`src/rtl/hazard_ctrl.sv`:
```
// Pipeline hazard controller: forwarding selects, per-stage stall/flush, divider latency
// counter and exception redirect latch. Define HAZARD_BRANCH_FWD_EN for D-stage branch forwarding.
module hazard_ctrl #(
  parameter int          RA_W       = 5,
  parameter int          DIV_CYCLES = 34,
  parameter logic [31:0] EXC_VEC    = 32'hBFC00380
) (
  input  logic            clk,
  input  logic            rst,
  input  logic            i_stall,
  input  logic            d_stall,
  input  logic [RA_W-1:0] rsD,
  input  logic [RA_W-1:0] rtD,
  input  logic            branchD,
  input  logic [RA_W-1:0] rsE,
  input  logic [RA_W-1:0] rtE,
  input  logic [RA_W-1:0] writeregE,
  input  logic            regwriteE,
  input  logic            memtoregE,
  input  logic            div_startE,
  input  logic [RA_W-1:0] writeregM,
  input  logic            regwriteM,
  input  logic            memtoregM,
  input  logic [RA_W-1:0] writeregW,
  input  logic            regwriteW,
  input  logic [31:0]     excepttypeW,
  input  logic [31:0]     cp0_epcW,
  output logic [1:0]      forwardaD,
  output logic [1:0]      forwardbD,
  output logic [1:0]      forwardaE,
  output logic [1:0]      forwardbE,
  output logic            stallF,
  output logic            stallD,
  output logic            stallE,
  output logic            stallM,
  output logic            stallW,
  output logic            flushF,
  output logic            flushD,
  output logic            flushE,
  output logic            flushM,
  output logic            flushW,
  output logic            div_busyE,
  output logic            div_doneE,
  output logic            redirect,
  output logic [31:0]     newpc
);

  localparam int               CNT_W     = $clog2(DIV_CYCLES) + 1;
  localparam logic [CNT_W-1:0] DIV_LOAD  = CNT_W'(DIV_CYCLES - 1);
  localparam logic [CNT_W-1:0] CNT_ONE   = CNT_W'(1);
  localparam logic [31:0]      ERET_CODE = 32'h0000000E;

  function automatic logic regMatch(input logic [RA_W-1:0] src,
                                    input logic [RA_W-1:0] dst,
                                    input logic            we);
    return (src != '0) && (src == dst) && we;
  endfunction

  logic [CNT_W-1:0] cnt_q, cnt_d;
  logic             pend_q, pend_d;
  logic [31:0]      pc_q, pc_d;

  logic        matchRsDE, matchRtDE, matchRsDM, matchRtDM;
  logic        lwstall, brstall, memwait, divBusy, exc;
  logic [31:0] excTarget;

  assign matchRsDE = regMatch(rsD, writeregE, regwriteE);
  assign matchRtDE = regMatch(rtD, writeregE, regwriteE);
  assign matchRsDM = regMatch(rsD, writeregM, regwriteM);
  assign matchRtDM = regMatch(rtD, writeregM, regwriteM);

  assign lwstall   = memtoregE & (matchRsDE | matchRtDE);
  assign divBusy   = div_startE | (cnt_q != '0);
  assign memwait   = d_stall | divBusy;
  assign exc       = (excepttypeW != '0);
  assign excTarget = (excepttypeW == ERET_CODE) ? cp0_epcW : EXC_VEC;

  always_comb begin
    forwardaE = 2'b00;
    forwardbE = 2'b00;
    if (regMatch(rsE, writeregM, regwriteM))      forwardaE = 2'b10;
    else if (regMatch(rsE, writeregW, regwriteW)) forwardaE = 2'b01;
    if (regMatch(rtE, writeregM, regwriteM))      forwardbE = 2'b10;
    else if (regMatch(rtE, writeregW, regwriteW)) forwardbE = 2'b01;
  end

`ifdef HAZARD_BRANCH_FWD_EN
  // Branch operands come straight from E/M results unless they are still loads in flight.
  always_comb begin
    forwardaD = 2'b00;
    forwardbD = 2'b00;
    if (matchRsDE && !memtoregE)      forwardaD = 2'b10;
    else if (matchRsDM && !memtoregM) forwardaD = 2'b01;
    if (matchRtDE && !memtoregE)      forwardbD = 2'b10;
    else if (matchRtDM && !memtoregM) forwardbD = 2'b01;
  end

  assign brstall = branchD & memtoregM & (matchRsDM | matchRtDM);
`else
  logic unusedMemtoregM;

  assign unusedMemtoregM = memtoregM;
  assign forwardaD       = 2'b00;
  assign forwardbD       = 2'b00;
  assign brstall         = branchD & (matchRsDE | matchRtDE | matchRsDM | matchRtDM);
`endif

  // An exception aborts any divide in progress; starts while busy are ignored.
  always_comb begin
    cnt_d  = cnt_q;
    pend_d = pend_q;
    pc_d   = pc_q;
    if (exc)                    cnt_d = '0;
    else if (cnt_q != '0)       cnt_d = cnt_q - CNT_ONE;
    else if (div_startE)        cnt_d = DIV_LOAD;
    if (exc && i_stall) begin
      pend_d = 1'b1;
      pc_d   = excTarget;
    end else if (!i_stall) begin
      pend_d = 1'b0;
    end
  end

  always_ff @(posedge clk) begin
    if (rst) begin
      cnt_q  <= '0;
      pend_q <= 1'b0;
      pc_q   <= '0;
    end else begin
      cnt_q  <= cnt_d;
      pend_q <= pend_d;
      pc_q   <= pc_d;
    end
  end

  always_comb begin
    stallF    = 1'b0;
    stallD    = 1'b0;
    stallE    = 1'b0;
    stallM    = 1'b0;
    stallW    = 1'b0;
    flushF    = 1'b0;
    flushD    = 1'b0;
    flushE    = 1'b0;
    flushM    = 1'b0;
    flushW    = 1'b0;
    div_busyE = 1'b0;
    div_doneE = 1'b0;
    redirect  = 1'b0;
    newpc     = '0;
    if (rst) begin
      flushF = 1'b1;
      flushD = 1'b1;
      flushE = 1'b1;
      flushM = 1'b1;
      flushW = 1'b1;
    end else begin
      div_busyE = divBusy;
      div_doneE = (cnt_q == CNT_ONE);
      redirect  = exc | pend_q;
      if (exc) begin
        newpc  = excTarget;
        flushF = 1'b1;
        flushD = 1'b1;
        flushE = 1'b1;
        flushM = 1'b1;
        flushW = 1'b1;
      end else if (pend_q) begin
        newpc  = pc_q;
        flushD = 1'b1;
        stallF = i_stall;
      end else begin
        stallF = i_stall | lwstall | brstall | memwait;
        stallD = i_stall | lwstall | brstall | memwait;
        flushE = (lwstall | brstall) & ~memwait;
        stallE = memwait | i_stall;
        stallM = memwait;
        flushW = memwait;
      end
    end
  end

endmodule

```
`config.mk`:
```
export PLATFORM = sky130hd
export DESIGN_NAME = hazard_ctrl
export DESIGN_NICKNAME = d
export VERILOG_FILES = /design/src/rtl/hazard_ctrl.sv
export SDC_FILE = /design/constraint.sdc
export NUM_CORES = 1
export LEC_CHECK = 0
export BUFFER_PORTS_ARGS = -buffer_cell sky130_fd_sc_hd__buf_2
export CORE_AREA = 2 2 86 88
export CTS_CLUSTER_SIZE = 14
export DETAILED_ROUTE_END_ITERATION = 7
export DIE_AREA = 0 0 88 90
export HOLD_SLACK_MARGIN = 0.08
export PLACE_DENSITY = 0.75
export SKIP_LAST_GASP = 1
export SYNTH_ARGS = -nofsm -noshare
export SYNTH_HDL_FRONTEND = slang
export SYNTH_SLANG_ARGS = --single-unit
```
`constraint.sdc`:
```
create_clock -name clk -period 2.58 [get_ports clk]
set_clock_uncertainty 0.05 [all_clocks]
set_input_delay 0.258 -clock clk [delete_from_list [all_inputs] [get_ports clk]]
set_output_delay 0.258 -clock clk [all_outputs]
set_load 0.02 [all_outputs]
```
==> metrics.md, run 1 <==
| Metric | Value |
|---|---|
| Status | finished, violations left |
| Failing checks | setup timing |
| CTS tree | built |
| Post-Synthesis Cells | 354 |
| Tmin final | 2778 ps |
| Tot GR Track Use | 0.2119 |
| Commonest cells after routing, fill and taps aside | buf_2 (152), nor2_1 (84), a22oi_1 (40), dfxtp_1 (38), xnor2_1 (26) |
| Largest net degree at the start of global routing | 36 |
| Synth warn | 0 |
| PortBufs | 156 |
| Final setup fails | 5 |
| I/O pins | 163 |
| Detailed placer's ending HPWL | 6415 µm |
| Detailed Routing Iterations Pass 1 | 5 |
| Asr flop ratio synth | 0 |
| Crit-path cells | inv_2 > ha_4 > or3b_4 > or4_4 > or3_4 > buf_4 > o31ai_2 > buf_4 |
| Highest net fanout along the worst path | 2 |
| Remaining Overflow, GRT | 0 |
| Post-synthesis register bit count | 40 |
| Ys flop type | dfxtp_1 |
| Vias after detailed routing | 3127 |
| Clock Path Buffers | 2 |
| Leading cell type in the layout, fill and taps excluded | buf_2 |
| Worst Tran Pin Value | 677.6 ps |
| Vias per cell | 5.109 |
| RSZ-0062 raised after global routing | true |
| Final worst setup slack | -198.2 ps |
| Residual DRC | 0 |
| Sequential area share after synthesis | 0.3043 |
| # rows | 31 |
| Sink Count | 40 |
| TritonCTS Buffers | 5 |
| CP Launch Type | flip-flop |
| Number of diodes | 0 |
| Final Hold Vio Count | 0 |
| MaxCap Viol Count | 0 |
| Setup Crit Path Kind | flip-flop to output port |
| Average wire per standard cell | 13.85 µm |
| Area delta synth->final | 40.89% |
| Avg Cell Area, Syn | 7.433 µm² |
| Nets@finish | 625 |
| Initial antenna violation count | 0 |
| Filler cell count | 681 |
| Max incr delay on CP | 430 ps |
| Setup TNS | -638.9 ps |
| Die W | 88 µm |
| Die area | 0.007920 mm² |
| Synth unique cells | 35 |
| CP max-delay cell | or4_4 |
| Area contributors post-synth | dfxtp_1 (30%), nor2_1 (12%), a22oi_1 (11%), xnor2_1 (8.7%), nor3_1 (5.1%) |
| Clock transition at path regs | 70 ps |
| Power Total | 1.322 mW |
| GPL Wtd Cong | 0.8741 |
| Final worst path period share | 1.077 |
| First-pass GRT wire length | 14010 µm |
| Layout cell share with drive strength beyond 1 | 0.3899 |
| Top cell type's share of synthesized area | 0.3043 |
| Slew Viols, Final | 0 |
| Maximum VDD drop | 0.0002634 V |
| Crit path arrival time | 2470 ps |
| CTS Root Cell | clkbuf_8 |
| Height of the chip | 90 µm |
| Worst Setup End Kind | output port |
| Initial DRC Count | 157 |
| Leakage | 1.637 nW |
| Initial Utilization | 0.3748 |
| Max-slew headroom | 0.5441 |
| Total wire length | 8478 µm |
| Data required time of the worst path | 2270 ps |
| Cell taking the most area after synthesis | dfxtp_1 |
| Pwr/cell area | 356.7 mW/mm² |
| Vias in the first global route | 2996 |
| CP most frequent cell | buf_4 |
| Core box area | 0.007020 mm² |
| Fmax | 359.9 MHz |
| Antenna-violating nets left | 0 |
| # H-tree levels | 2 |
| Clk_lat worst skew | 280 ps |
| Number of synthesized flops with an enable pin | 0 |
| Worst hold path type | primary input to flip-flop |
| Post-synthesis cell area | 0.002631 mm² |
cell usage after synthesis, drive strengths merged (2+ instances only):
| library cell | number |
|---|---|
| xnor2 | 26 |
| nand3 | 2 |
| nor4 | 11 |
| o22ai | 12 |
| inv | 6 |
| o21ai | 2 |
| nor2 | 86 |
| a21oi | 17 |
| nand2 | 8 |
| and2 | 4 |
| a22oi | 40 |
| dfxtp | 40 |
| nand4 | 10 |
| o31ai | 2 |
| buf | 10 |
| or4 | 3 |
| nor3 | 27 |
| ha | 2 |
| xor2 | 15 |
| or3 | 3 |
| clkbuf | 18 |
| or3b | 2 |
metrics by stage:
stage / hold slack, ps / cell area [µm²] / setup WS (ps) / util / cells
2_1_floorplan: 329.7 / 2651 / 48.05 / - / 358
3_3_place_gp: 399.2 / 3546 / 15.87 / 0.5051 / 600
3_5_place_dp: 405.8 / 3546 / -40.15 / 0.5051 / 600
4_1_cts: 159.7 / 3665 / -177.1 / 0.5220 / 610
5_1_grt: 158.2 / 3707 / -267.9 / 0.5281 / 612
6_report: 171.5 / 3707 / -198.2 / 0.5281 / 612
cells by family (layout without fill, tap and decap cells):
kind of cell             after synthesis  in the layout  synth area share
AND/OR/NAND/NOR                      158            158            0.2815
multiplexers                           1              1          0.004279
adder cells (fa/ha/maj)                2              2          0.009509
AO/OA/AOI/OAI                         77             77            0.2035
other                                  1              5          0.001425
flip-flops                            40             40            0.3043
XOR/XNOR                              41             41            0.1365
buffers and inverters                 34            189           0.05896
what timing repair did:
| item | 4_1_cts | 5_1_grt |
|---|---|---|
| resized for setup | 7 | 8 |
| endpoints found under the setup margin | 5 | 7 |
| buffers inserted | 3 | 2 |
| pin swaps | 3 | 2 |
| hold buffers | 0 | 0 |
final cells by class:
| class | count | area [µm²] | share of cell area |
|---|---|---|---|
| clock buffers | 6 | 72.57 | 0.01957 |
| clock inverters | 1 | 5.005 | 0.001350 |
| inverters | 6 | 22.52 | 0.006075 |
| multi-input cells | 284 | 1739 | 0.4691 |
| flip-flops and latches | 40 | 803.3 | 0.2167 |
| well taps | 99 | 123.9 | 0.03341 |
| repair buffers | 176 | 940.9 | 0.2538 |
worst paths after layout:
kind | end | depth (start not counted) | slack (ps) | from
worst max-delay path | flushE | 8 | -200 | cnt_q[1]
worst min-delay path | pc_q[28] | 3 | 170 | cp0_epcW[28]
worst max register to register | cnt_q[1] | 9 | 420 | cnt_q[1]
worst min register to register | cnt_q[6] | 2 | 420 | cnt_q[6]
layer usage:
metal,track usage,up-vias,wire length [µm]
li1,-,1572,-
met1,0.2902,1461,3815
met2,0.3415,90,4142
met3,0.05877,4,498
met4,0.02308,0,21
met5,0,-,0
critical path, delay by kind of cell (launching register included):
family / cells / cell delay [ps]
AOI/OAI and AO/OA: 1 / 170
buffers and inverters: 3 / 400
DFF: 1 / 330
adders and majority gates: 1 / 130
and+or+nand+nor: 3 / 1160
sequential cells by signal, indices dropped and copies added, names as in the netlist:
| signal | cells |
|---|---|
| pend_q | 1 |
| cnt_q | 7 |
| pc_q | 32 |
power breakdown:
part	internal, mW	total [mW]	switching, mW	leakage (nW)
Combinational	0.134	0.295	0.161	1.27
Sequential	0.631	0.639	0.00788	0.327
Clock	0.184	0.388	0.204	0.0410
(Power assumes the default switching activity.)
==> run 2: changes to the inputs <==
--- a/config.mk
+++ b/config.mk
@@ -12,7 +12,9 @@
 export DIE_AREA = 0 0 88 90
 export HOLD_SLACK_MARGIN = 0.08
 export PLACE_DENSITY = 0.75
+export SETUP_SLACK_MARGIN = 0.3
 export SKIP_LAST_GASP = 1
+export SLEW_MARGIN = 20
 export SYNTH_ARGS = -nofsm -noshare
 export SYNTH_HDL_FRONTEND = slang
 export SYNTH_SLANG_ARGS = --single-unit
==> run 2 against run 1 <==
Effect of this change:
- sequential power hardly changed
- first-iteration DRC count is 7.6% lower
- critical path type unchanged
- critical path depth unchanged
- the run still ends with setup timing left
- largest power group unchanged
==> metrics.md, run 2 (synthesized netlist as in run 1, its figures left out) <==
| Metric | Value |
|---|---|
| Commonest cells after routing, fill and taps aside | buf_2 (151), nor2_1 (80), a22oi_1 (40), dfxtp_1 (38), xnor2_1 (26) (was buf_2 (152), nor2_1 (84), a22oi_1 (40), dfxtp_1 (38), xnor2_1 (26)) |
| # rows | 31 (unchanged) |
| I/O pins | 163 (unchanged) |
| Fin util | 0.5530 (was 0.5281) |
| RSZ-0062 raised after global routing | true (unchanged) |
| Nets@finish | 628 (was 625) |
| Initial Utilization | 0.3748 (unchanged) |
| Worst Setup SP | cnt_q[0] (was cnt_q[1]) |
| Slew Viols, Final | 0 (unchanged) |
| Pre-CTS setup slack | -8.405 ps (was -40.15 ps) |
| Vias in the first global route | 3064 (was 2996) |
| Height of the chip | 90 µm (unchanged) |
| Hold_buf cts | 0 (unchanged) |
| Worst hold stages | 3 (unchanged) |
| Hold_ws | 162.3 ps (was 171.5 ps) |
| Leakage | 1.706 nW (was 1.637 nW) |
| Initial antenna violation count | 0 (unchanged) |
| CTS tree | built (unchanged) |
| Placed Area | 0.003582 mm² (was 0.003546 mm²) |
| Clock Path Buffers | 2 (unchanged) |
| Data required time of the worst path | 2270 ps (about the same) |
| Die area | 0.007920 mm² (unchanged) |
| GPL Wtd Cong | 0.8277 (was 0.8741) |
| Residual DRC | 0 (unchanged) |
| Largest register FFs | 32 (unchanged) |
| Fin area | 0.003882 mm² (was 0.003707 mm²) |
| MaxCap Viol Count | 0 (unchanged) |
| Crit path arrival time | 2480 ps (was 2470 ps) |
| Area delta synth->final | 47.55% (was 40.89%) |
| Filler cell count | 662 (was 681) |
| Largest net degree at the start of global routing | 67 (was 36) |
| Vias after detailed routing | 3200 (was 3127) |
| Layout cell share with drive strength beyond 1 | 0.4139 (was 0.3899) |
| Pwr/cell area | 382.2 mW/mm² (was 356.7 mW/mm²) |
| R2R Path End | cnt_q[5] (was cnt_q[1]) |
| Status | finished, violations left (unchanged) |
| Final worst setup slack | -212.3 ps (was -198.2 ps) |
| Setup TNS | -670.3 ps (was -638.9 ps) |
| Hold EP | pc_q[25] (was pc_q[28]) |
| Final worst path period share | 1.082 (was 1.077) |
| Highest net fanout along the worst path | 3 (was 2) |
| Biggest register | pc_q (unchanged) |
| Detailed placer's ending HPWL | 6069 µm (was 6415 µm) |
| Fmax | 358.1 MHz (was 359.9 MHz) |
| Clock transition at path regs | 80 ps (was 70 ps) |
| TritonCTS Buffers | 5 (unchanged) |
| R2R depth | 10 (was 9) |
| Average wire per standard cell | 13.47 µm (was 13.85 µm) |
| PortBufs | 156 (unchanged) |
| Failing checks | setup timing (unchanged) |
| Number of diodes | 0 (unchanged) |
| Worst R2R Start | cnt_q[0] (was cnt_q[1]) |
| Die W | 88 µm (unchanged) |
| Final Hold Vio Count | 0 (unchanged) |
| Remaining Overflow, GRT | 0 (unchanged) |
| Clk_lat worst skew | 290 ps (was 280 ps) |
| Max-slew headroom | 0.4887 (was 0.5441) |
| Setup Crit Path Kind | flip-flop to output port (unchanged) |
| Final setup fails | 4 (was 5) |
| Largest registers | pc_q (32), cnt_q (7), pend_q (1) (unchanged) |
| Worst hold path type | primary input to flip-flop (unchanged) |
| First-pass GRT wire length | 13480 µm (was 14010 µm) |
| Initial DRC Count | 145 (was 157) |
| Vias per cell | 5.195 (was 5.109) |
| Reg-to-reg setup timing slack | 450 ps (was 420 ps) |
| Hold path start | cp0_epcW[25] (was cp0_epcW[28]) |
| Tot GR Track Use | 0.2025 (was 0.2119) |
| Total wire length | 8295 µm (was 8478 µm) |
| Worst Setup End Kind | output port (unchanged) |
| # H-tree levels | 2 (unchanged) |
| Maximum VDD drop | 0.0002299 V (was 0.0002634 V) |
| Sink Count | 40 (unchanged) |
| Leading cell type in the layout, fill and taps excluded | buf_2 (unchanged) |
| Core box area | 0.007020 mm² (unchanged) |
| Detailed Routing Iterations Pass 1 | 4 (was 5) |
| CTS Root Cell | clkbuf_8 (unchanged) |
| Antenna-violating nets left | 0 (unchanged) |
| Tmin final | 2792 ps (was 2778 ps) |
| Worst Tran Pin Value | 759.9 ps (was 677.6 ps) |
| CP Launch Type | flip-flop (unchanged) |
[run 2: changes by cell type in the layout (fill, tap and decap cells not counted), sizes merged]
cell / previous run / this run
buf: 176 / 179
bufinv: 0 / 1
[run 2: metrics by stage]
| step | cells | power, mW |
|---|---|---|
| floorplan | 358 | 0.7987 |
| global placement | 599 | 0.9367 |
| detailed placement | 599 | 0.9425 |
| CTS | 615 | 1.505 |
| global route | 616 | 1.561 |
| finish | 616 | 1.484 |
[run 2: area by class of cell]
cell class	count	area, µm²	area share
clock buffers	6	82.58	0.02127
inverters	6	22.52	0.005801
flip-flops and latches	40	803.3	0.2069
clock inverters	2	38.79	0.009990
well taps	99	123.9	0.03190
repair buffers	179	1001	0.2578
multi-input cells	284	1810	0.4663
[run 2: power breakdown]
| part | leakage (nW) | switching, mW | total (mW) | internal [mW] |
|---|---|---|---|---|
| Clock | 0.0614 | 0.227 | 0.543 | 0.316 |
| Sequential | 0.327 | 0.00846 | 0.639 | 0.631 |
| Combinational | 1.32 | 0.163 | 0.301 | 0.138 |
| Total | 1.71 | 0.398 | 1.48 | 1.09 |
[run 2: worst max-delay path by stage]
| stage | depth (start not counted) | end | slack, ps |
|---|---|---|---|
| 2_1_floorplan | 7 | stallF | 80 |
| 3_3_place_gp | 8 | stallF | 20 |
| 4_1_cts | 8 | stallF | -210 |
| 3_5_place_dp | 8 | stallF | -8 |
| 5_1_grt | 8 | stallF | -300 |
| 6_report | 8 | stallF | -210 |
[run 2: per-layer routing]
metal  track usage  routed length [µm]  vias up
met3       0.04959                 604       13
met5             0                   0        -
li1              -                   -     1580
met2        0.3378                4044      129
met4       0.05256                  96        0
met1        0.2582                3549     1478
[run 2: what timing repair did]
item / 4_1_cts / 5_1_grt
resized for setup: 22 / 8
buffers inserted: 8 / 0
cloned: 0 / 1
pin swaps: 5 / 2
endpoints found under the setup margin: 12 / 35
hold endpoints to repair: 0 / 0
[run 2: critical path, stage by stage, from the launching register on]
cell and delay (ps):
dfxtp_2 330, inv_2 70, ha_4 130, or3b_4 370
or4_4 420, or3_4 370, a2111oi_4 260, nor3_1 90
buf_2 170
==> run 3: changes to the inputs <==
--- a/config.mk
+++ b/config.mk
@@ -5,11 +5,12 @@
 export SDC_FILE = /design/constraint.sdc
 export NUM_CORES = 1
 export LEC_CHECK = 0
+export ABC_AREA = 1
 export BUFFER_PORTS_ARGS = -buffer_cell sky130_fd_sc_hd__buf_2
-export CORE_AREA = 2 2 86 88
+export CORE_AREA = 2 2 90 92
 export CTS_CLUSTER_SIZE = 14
 export DETAILED_ROUTE_END_ITERATION = 7
-export DIE_AREA = 0 0 88 90
+export DIE_AREA = 0 0 92 94
 export HOLD_SLACK_MARGIN = 0.08
 export PLACE_DENSITY = 0.75
 export SETUP_SLACK_MARGIN = 0.3
==> run 3 against run 2 <==
Effect of this change:
- the flow now finishes without violations
- synthesized cell count rose by 45%
- sequential power grew 3.3%
- cell area increased by 4.2%
- sequential cell count stayed put
- die area grew 9.2%
- combinational power rose by 13%
- maximum frequency grew 30%
- critical endpoint unchanged
- highest routed layer unchanged
==> metrics.md, run 3 <==
| Metric | Value |
|---|---|
| Status | complete, no violations (was finished, violations left) |
| Worst hold path type | primary input to flip-flop (unchanged) |
| Avg Cell Area, Syn | 5.960 µm² (was 7.433 µm²) |
| WP buf/inv | 4 (was 2) |
| Die area | 0.008648 mm² (was 0.007920 mm²) |
| Max incr delay on CP | 340 ps (was 420 ps) |
| Leading cell type in the layout, fill and taps excluded | buf_2 (unchanged) |
| Cell taking the most area after synthesis | dfxtp_1 (unchanged) |
| Tmin final | 2147 ps (was 2792 ps) |
| Clk_lat worst skew | 290 ps (about the same) |
| Post-synthesis register bit count | 40 (unchanged) |
| Setup Crit Path Kind | flip-flop to output port (unchanged) |
| Sink Count | 40 (unchanged) |
| Number of synthesized flops with an enable pin | 0 (unchanged) |
| Internal | 1.011 mW (was 1.086 mW) |
| Vias per cell | 4.890 (was 5.195) |
| Critical path's top delay family | simple AND/OR/NAND/NOR gates (unchanged) |
| Most frequent cell after synthesis | nor2_1 (unchanged) |
| Area delta synth->final | 32.55% (was 47.55%) |
| RSZ-0062 raised after global routing | false (was true) |
| Final worst path period share | 0.8320 (was 1.082) |
| Setup TNS | 0 ps (was -670.3 ps) |
| Hold_buf cts | 0 (unchanged) |
| CP Launch Type | flip-flop (unchanged) |
| CTS Root Cell | clkbuf_8 (unchanged) |
| Top post-synthesis cells by count | nor2_1 (121), nand2_1 (96), a21oi_1 (44) (was nor2_1 (86), a22oi_1 (40), dfxtp_1 (40)) |
| Sw frac | 0.2962 (was 0.2683) |
| Die W | 92 µm (was 88 µm) |
| Area contributors post-synth | dfxtp_1 (26%), nor2_1 (15%), nand2_1 (12%), a21oi_1 (7.2%), o21ai_0 (5.2%) (was dfxtp_1 (30%), nor2_1 (12%), a22oi_1 (11%), xnor2_1 (8.7%), nor3_1 (5.1%)) |
| Detailed placer's ending HPWL | 6704 µm (was 6069 µm) |
| Initial DRC Count | 138 (was 145) |
| PortBufs | 156 (unchanged) |
| MaxCap Viol Count | 0 (unchanged) |
| Core box area | 0.007607 mm² (was 0.007020 mm²) |
| Placed instance count | 751 (was 599) |
| Pre-CTS setup slack | 329.9 ps (was -8.405 ps) |
| # H-tree levels | 2 (unchanged) |
| Pwr/cell area | 355.0 mW/mm² (was 382.2 mW/mm²) |
| Fin util | 0.5317 (was 0.5530) |
| Final worst setup slack | 433.3 ps (was -212.3 ps) |
| Number of diodes | 0 (unchanged) |
| # rows | 32 (was 31) |
| Combinational fraction of design power | 0.236 (was 0.203) |
| Vias in the first global route | 3493 (was 3064) |
| Antenna-violating nets left | 0 (unchanged) |
| Fmax | 465.8 MHz (was 358.1 MHz) |
| CTS tree | built (unchanged) |
| Clk pwr share | 0.304 (was 0.366) |
| Slew Viols, Final | 0 (unchanged) |
| Post-Synthesis Cells | 512 (was 354) |
| Data required time of the worst path | 2270 ps (about the same) |
| Height of the chip | 94 µm (was 90 µm) |
| Worst Tran Pin Value | 610.3 ps (was 759.9 ps) |
| Hold_ws | 162.6 ps (was 162.3 ps) |
| Commonest cells after routing, fill and taps aside | buf_2 (156), nor2_1 (119), nand2_1 (93), a21oi_1 (43), dfxtp_1 (39) (was buf_2 (151), nor2_1 (80), a22oi_1 (40), dfxtp_1 (38), xnor2_1 (26)) |
| Initial Utilization | 0.4012 (was 0.3748) |
| Sequential power share | 0.460 (was 0.431) |
| Synth warn | 0 (unchanged) |
| GPL Wtd Cong | 0.8680 (was 0.8277) |
| Layout Cells excl Fill | 761 (was 616) |
| Ys flop type | dfxtp_1 (unchanged) |
| Sequential area share after synthesis | 0.2624 (was 0.3043) |
| Largest register FFs | 32 (unchanged) |
| Maximum VDD drop | 0.0002796 V (was 0.0002299 V) |
| Worst Setup End Kind | output port (unchanged) |
| Vias after detailed routing | 3721 (was 3200) |
| Top cell type's share of synthesized area | 0.2624 (was 0.3043) |
| Fin area | 0.004045 mm² (was 0.003882 mm²) |
| Post-synthesis cell area | 0.003052 mm² (was 0.002631 mm²) |
| Largest net degree at the start of global routing | 41 (was 67) |
| Crit-path cells | inv_2 > ha_4 > nand2_2 > nor2_4 > inv_2 > nor2_4 > nand2_2 > nor2_2 > nand3_1 > nand2_1 > inv_1 > buf_2 (was inv_2 > ha_4 > or3b_4 > or4_4 > or3_4 > a2111oi_4 > nor3_1 > buf_2) |
| Average wire per standard cell | 11.67 µm (was 13.47 µm) |
| Total wire length | 8880 µm (was 8295 µm) |
| Tot GR Track Use | 0.2045 (was 0.2025) |
| Psw | 425.4 µW (was 398.1 µW) |
| Nets@finish | 770 (was 628) |
| Final Hold Vio Count | 0 (unchanged) |
| Clock Path Buffers | 2 (unchanged) |
| Placed Area | 0.003906 mm² (was 0.003582 mm²) |
| Max-slew headroom | 0.5931 (was 0.4887) |
| Biggest register | pc_q (unchanged) |
| Highest net fanout along the worst path | 5 (was 3) |
| Layout cell share with drive strength beyond 1 | 0.2974 (was 0.4139) |
| Initial antenna violation count | 0 (unchanged) |
| CP max-delay cell | dfxtp_2 (was or4_4) |
| TritonCTS Buffers | 5 (unchanged) |
| Largest registers | pc_q (32), cnt_q (7), pend_q (1) (unchanged) |
| Residual DRC | 0 (unchanged) |
| Final setup fails | 0 (was 4) |
| Synth unique cells | 32 (was 35) |
| Clock transition at path regs | 80 ps (about the same) |
| I/O pins | 163 (unchanged) |
| Leakage | 2.073 nW (was 1.706 nW) |
| Crit path arrival time | 1840 ps (was 2480 ps) |
| Detailed Routing Iterations Pass 1 | 4 (unchanged) |
| First-pass GRT wire length | 14870 µm (was 13480 µm) |
| Power Total | 1.436 mW (was 1.484 mW) |
| Asr flop ratio synth | 0 (unchanged) |
| Remaining Overflow, GRT | 0 (unchanged) |
-- run 3: final cells by class --
| type | instances | area [µm²] |
|---|---|---|
| fill | 784 | 3562 |
| tap | 102 | 127.6 |
| multi-input combinational | 402 | 1981 |
| sequential | 40 | 802.0 |
| clock buffer | 7 | 86.33 |
| inverter | 40 | 150.1 |
| timing repair buffer | 169 | 890.9 |
| clock inverter | 1 | 7.507 |
-- run 3: cell families after synthesis --
kind of cell / Yosys count / synth area share
compound gates: 91 / 0.1562
xor+xnor: 27 / 0.07749
fa+ha+maj: 2 / 0.008199
buf+inv: 74 / 0.1050
flops: 40 / 0.2624
other cells: 1 / 0.001229
simple gates: 277 / 0.3895
-- run 3: what timing repair did --
item,in CTS,in global routing
gates cloned,0,0
pin swaps,1,2
resized for setup,0,11
setup buffers,0,2
setup endpoints to repair,2,19
-- run 3: routing by layer --
metal  GRT usage  vias up  wire length, µm
met5           0        -                0
met4     0.05721        0              113
met3     0.04093       11              445
met2      0.3738      106             4326
met1      0.2429     1687             3994
li1            -     1917                -
-- run 3: final timing paths --
| path | start | endpoint | slack (ps) | depth (start not counted) |
|---|---|---|---|---|
| max | cnt_q[0] | stallF | 430 | 12 |
| min | cp0_epcW[0] | pc_q[0] | 160 | 3 |
| max reg2reg | cnt_q[0] | cnt_q[1] | 1140 | 10 |
| min reg2reg | cnt_q[6] | cnt_q[6] | 410 | 2 |
-- run 3: power by group through the flow --
| stage | combinational, mW | sequential (mW) | clock (mW) |
|---|---|---|---|
| floorplan | 0.191 | 0.670 | 0 |
| global placement | 0.331 | 0.672 | 0 |
| detailed placement | 0.335 | 0.674 | 0 |
| CTS | 0.337 | 0.660 | 0.447 |
| global route | 0.380 | 0.663 | 0.471 |
| finish | 0.339 | 0.660 | 0.437 |
-- run 3: worst min-delay path: cells and delay by family --
| kind | cells | cell delay (ps) |
|---|---|---|
| compound gates | 1 | 60 |
| buf+inv | 1 | 90 |
| simple gates | 1 | 70 |
